`config.mk`:
```
export PLATFORM = sky130hd
export DESIGN_NAME = sync_fifo
export DESIGN_NICKNAME = d
export VERILOG_FILES = /design/src/rtl/sync_fifo_pkg.sv /design/src/rtl/sync_fifo_mem.sv /design/src/rtl/sync_fifo.sv
export SDC_FILE = /design/constraint.sdc
export NUM_CORES = 1
export LEC_CHECK = 0
export CELL_PAD_IN_SITES_DETAIL_PLACEMENT = 1
export CELL_PAD_IN_SITES_GLOBAL_PLACEMENT = 1
export CORE_ASPECT_RATIO = 0.9
export CORE_UTILIZATION = 25
export DETAILED_ROUTE_END_ITERATION = 8
export PLACE_DENSITY = 0.41
export RECOVER_POWER = 25
export SLEW_MARGIN = 15
export SYNTH_ARGS = -nofsm -noshare
export SYNTH_HDL_FRONTEND = slang
export SYNTH_SLANG_ARGS = --single-unit
```
`constraint.sdc`:
```
create_clock -name clk -period 6.7 [get_ports clk]
set_input_delay 1.675 -clock clk [delete_from_list [all_inputs] [get_ports clk]]
set_output_delay 1.675 -clock clk [all_outputs]
set_load 0.02 [all_outputs]
```
`src/rtl/sync_fifo_pkg.sv`:
```
// Shared types for the single-clock event FIFO.
// Encodes which FIFO operations were accepted on a given cycle.
package sync_fifo_pkg;

    typedef enum logic [1:0] {
        OP_IDLE  = 2'b00,
        OP_WRITE = 2'b01,
        OP_READ  = 2'b10,
        OP_BOTH  = 2'b11
    } fifo_op_e;

endpackage

```
`src/rtl/sync_fifo_mem.sv`:
```
// Storage for sync_fifo: one synchronous write port and one registered read port.
// The array itself is never reset so it can map onto block RAM.
module sync_fifo_mem #(
    parameter int unsigned DATA_WIDTH = 9,
    parameter int unsigned DEPTH      = 16,
    parameter int unsigned ADDR_W     = 4
) (
    input  logic                  clk,
    input  logic                  rst_n,
    input  logic                  we,
    input  logic [ADDR_W-1:0]     waddr,
    input  logic [DATA_WIDTH-1:0] wdata,
    input  logic                  re,
    input  logic [ADDR_W-1:0]     raddr,
    output logic [DATA_WIDTH-1:0] rdata
);

    logic [DATA_WIDTH-1:0] mem [DEPTH];
    logic [DATA_WIDTH-1:0] rdata_q;
    logic [DATA_WIDTH-1:0] rdata_d;

    always_ff @(posedge clk) begin
        if (we) begin
            mem[waddr] <= wdata;
        end
    end

    // Output register holds its value whenever no read is accepted.
    always_comb begin
        rdata_d = rdata_q;
        if (re) begin
            rdata_d = mem[raddr];
        end
    end

    always_ff @(posedge clk or negedge rst_n) begin
        if (!rst_n) begin
            rdata_q <= '0;
        end else begin
            rdata_q <= rdata_d;
        end
    end

    assign rdata = rdata_q;

endmodule

```
`src/rtl/sync_fifo.sv`:
```
// Single-clock FIFO with registered read data and registered empty/full flags.
// Carries overflow/underflow event records from the producer block to the bus interface.
module sync_fifo
    import sync_fifo_pkg::*;
#(
    parameter int unsigned DATA_WIDTH = 9,
    parameter int unsigned DEPTH      = 16
) (
    input  logic                  clk,
    input  logic                  reset,
    input  logic [DATA_WIDTH-1:0] data_in,
    input  logic                  rd_en,
    input  logic                  wr_en,
    output logic [DATA_WIDTH-1:0] data_out,
    output logic                  empty,
    output logic                  full
);

    localparam int unsigned ADDR_W = (DEPTH > 1) ? $clog2(DEPTH) : 1;
    localparam int unsigned CNT_W  = $clog2(DEPTH + 1);

    logic [ADDR_W-1:0] wr_ptr_q, wr_ptr_d;
    logic [ADDR_W-1:0] rd_ptr_q, rd_ptr_d;
    logic [CNT_W-1:0]  count_q, count_d;
    logic              empty_q, empty_d;
    logic              full_q, full_d;
    logic              wr_acc;
    logic              rd_acc;
    fifo_op_e          op;

    always_comb begin
        // A full FIFO still accepts a write when a read frees a slot in the same cycle.
        wr_acc   = wr_en & (~full_q | rd_en);
        rd_acc   = rd_en & ~empty_q;
        op       = fifo_op_e'({rd_acc, wr_acc});
        wr_ptr_d = wr_ptr_q;
        rd_ptr_d = rd_ptr_q;
        count_d  = count_q;

        if (wr_acc) begin
            wr_ptr_d = (wr_ptr_q == ADDR_W'(DEPTH - 1)) ? '0 : wr_ptr_q + ADDR_W'(1);
        end
        if (rd_acc) begin
            rd_ptr_d = (rd_ptr_q == ADDR_W'(DEPTH - 1)) ? '0 : rd_ptr_q + ADDR_W'(1);
        end

        case (op)
            OP_WRITE: count_d = count_q + CNT_W'(1);
            OP_READ:  count_d = count_q - CNT_W'(1);
            default:  count_d = count_q;
        endcase

        empty_d = (count_d == '0);
        full_d  = (count_d == CNT_W'(DEPTH));
    end

    always_ff @(posedge clk or negedge reset) begin
        if (!reset) begin
            wr_ptr_q <= '0;
            rd_ptr_q <= '0;
            count_q  <= '0;
            empty_q  <= 1'b1;
            full_q   <= 1'b0;
        end else begin
            wr_ptr_q <= wr_ptr_d;
            rd_ptr_q <= rd_ptr_d;
            count_q  <= count_d;
            empty_q  <= empty_d;
            full_q   <= full_d;
        end
    end

    sync_fifo_mem #(
        .DATA_WIDTH (DATA_WIDTH),
        .DEPTH      (DEPTH),
        .ADDR_W     (ADDR_W)
    ) u_mem (
        .clk   (clk),
        .rst_n (reset),
        .we    (wr_acc),
        .waddr (wr_ptr_q),
        .wdata (data_in),
        .re    (rd_acc),
        .raddr (rd_ptr_q),
        .rdata (data_out)
    );

    assign empty = empty_q;
    assign full  = full_q;

endmodule

```
==> metrics.txt <==
status finished clean; Syn Nets 382; # H-tree levels 4; Worst Setup Path Type primary input to flop; PD cells 422.4 nW/um^2; FF+latch count, synth 168; internal power 2.351 mW; core area 26420 um^2; I/O pin total 24; fillers 2673; setup violators final 0; Die W 175.9 um; setup ws final 2.031 ns; Antenna Nets Post-Route 0; number of global-route vias before repair 3652; ys async rst share 0.1429; first-pass GRT wire length 24170 um; Critical Path RT 7.02 ns; Placer Congestion 0.7166; Syn. warnings 0; synth top area cells edfxtp_1 64%, mux4_2 12%, dfrtp_1 8.5%; Hold Crit Depth 2; relative slew slack 0.02264; critical path fanouts, max 25; area of the multi-input gates 1819 um^2; Slew Viols, Final 0; Vias 3360; initial antenna violation count 0; Seq. cell area 4928 um^2; Synth area leader edfxtp_1; Post-synth EDFFs 144; Primary FF master, synth edfxtp_1; NetSw 1.082 mW; PortBufs 23; Iter 0 DRT Violations 228; WP data arrival 4.99 ns; Commonest cells post-synth 144 x edfxtp_1, 36 x mux4_2, 23 x dfrtp_1; setup slack, reg-to-reg 3.12 ns; DRT Pass-1 Iters 4; top sig layer met4; Slew @ Worst Pin 1.466 ns; wire length on met1 7515 um; nets@finish 414; Syn Area/Cell 18.80 um^2; setup TNS 0 ns; cell count of the worst reg-to-reg path 8; cell row count 56; combinational power share 0.292; crit path launch type primary input; library cells used by synthesis 43; endpoint class of the critical path flop; metal2 WL 7512 um; worst min path class flop to flop; # Max-Cap Violations 0; RSZ-0062 raised after global routing no; Leak Pwr 2.611 nW; final hold violations 0; largest net degree at the start of global routing 42; f_max 0.2142 GHz; most common cell in the synthesized netlist edfxtp_1; TritonCTS clock tree built; share of cells above drive strength 1 0.2334; Initial Util 0.2576; Die Area 27890 um^2; Clock Tree Buf Depth 2; overall routing resource usage 0.1244; Final HPWL DP 9745 um; DRT Wirelength 15890 um; Post-CTS Setup Repair Bufs 0; Tcrit/Tclk final 0.6969; clk_lat worst skew 0.42 ns; total CTS buffers 17; sequential power share 0.404; number of remaining DRC errors 0; pre-CTS WS 1.569 ns; VDD IR-drop max 0.1578 mV; met3 WL 737 um; clock power share 0.303; clk sinks 168; Via density 4.450; synthesis-to-layout area growth 19.43%; worst hold slack 0.5114 ns; Mapped Area 6805 um^2; global route overflow 0; clock-pin slew on the worst setup and hold paths 0.07 ns; Sw Share 0.3151; Resized cells post-CTS 0; Worst Skew 0.009078 ns; sequential share of the synthesized area 0.7238; ant diodes 0; Tmin final 4.669 ns; Root Driver clkbuf_16; Hold Buf Count CTS 0; Gate Count Post-Synth 362; area share of the largest cell type after synthesis 0.6354; die height 158.5 um; drt wl/cell 21.05 um
## cell usage in the layout (no fill, tap or decap), types with 2 or more instances in the layout
master           count
nand3_1              5
buf_4                7
dfrtp_2              2
o311ai_1             2
bufinv_16            4
dfrtp_1             21
a21oi_1             14
edfxtp_1           144
nor2b_1              4
inv_1                8
mux2i_1             17
nor4b_4              2
xor2_1               3
nor3_2               4
xnor2_1              3
nor4_2               3
inv_6                3
mux4_2              36
clkinv_4             2
ha_1                 7
clkinv_1             2
nand2b_1             2
nor4_1               2
dlygate4sd3_1        5
nor2_1              14
clkbuf_16           17
clkinvlp_4           3
and2_1               4
clkdlybuf4s50_1     18
nand2_1             13
o31ai_1              8
o21ai_0              4
mux2_2               3
## logic make-up after synthesis
kind of cell | Yosys count | share of synthesized area
AOI/OAI and AO/OA | 35 | 0.03402
xor gates and xnor gates | 6 | 0.007723
adders and majority gates | 7 | 0.01287
buffers and inverters | 27 | 0.01673
DFF | 168 | 0.7238
muxes | 57 | 0.1511
and+or+nand+nor | 62 | 0.05369
## worst paths after layout
path	start	endpoint
min	u_mem.rdata[4]	u_mem.rdata[4]
max in group asynchronous	reset	rd_ptr_q[1]
min in group asynchronous	reset	wr_ptr_q[2]
max reg2reg	empty	full
max	rd_en	full
min reg2reg	u_mem.rdata[4]	u_mem.rdata[4]
## layout make-up
type	instances	share of cell area
clock buffer	17	0.05234
sequential	168	0.6064
clock inverter	15	0.02448
multi-input combinational	167	0.2238
inverter	9	0.004156
tap	348	0.05357
timing repair buffer	31	0.03525
## layer usage
layer  global-route usage  vias up
met1               0.1676     1784
li1                     -     1516
met2               0.1982       53
met5                    0        -
met3              0.03176        7
met4              0.03478        0
## metrics by stage
| step | cell area (um^2) | std cells | power, mW | utilization |
|---|---|---|---|---|
| CTS | 8132 | 755 | 3.495 | 0.3078 |
| global placement | 7507 | 723 | 2.440 | 0.2842 |
| global route | 8128 | 755 | 3.621 | 0.3077 |
| floorplan | 6805 | 362 | 2.077 | - |
| detailed placement | 7507 | 723 | 2.445 | 0.2842 |
| finish | 8128 | 755 | 3.433 | 0.3077 |
## power by group through the flow
stage / combinational [mW] / sequential, mW / clock [mW]
after floorplan: 0.689 / 1.39 / 0
after CTS: 1.03 / 1.39 / 1.07
final: 1.00 / 1.39 / 1.04
after detailed placement: 1.03 / 1.41 / 0
after global placement: 1.03 / 1.41 / 0
after global routing: 1.10 / 1.41 / 1.11
## sequential cells by signal, summed over array words and instances, names as in the netlist
register and flops:
rd_ptr_q 4, wr_ptr_q 4, full 1, empty 1, count_q 5, u_mem.rdata 9, u_mem.mem 144
## critical path: stages
cell and delay, ns:
clkdlybuf4s50_1 0.44, nand2b_1 0.72, inv_1 0.34, ha_1 0.36, or4b_4 0.55, mux2i_2 0.21
o31ai_2 0.11, nor4b_4 0.33, nor4b_4 0.26
Power figures use the tool's default switching activity.
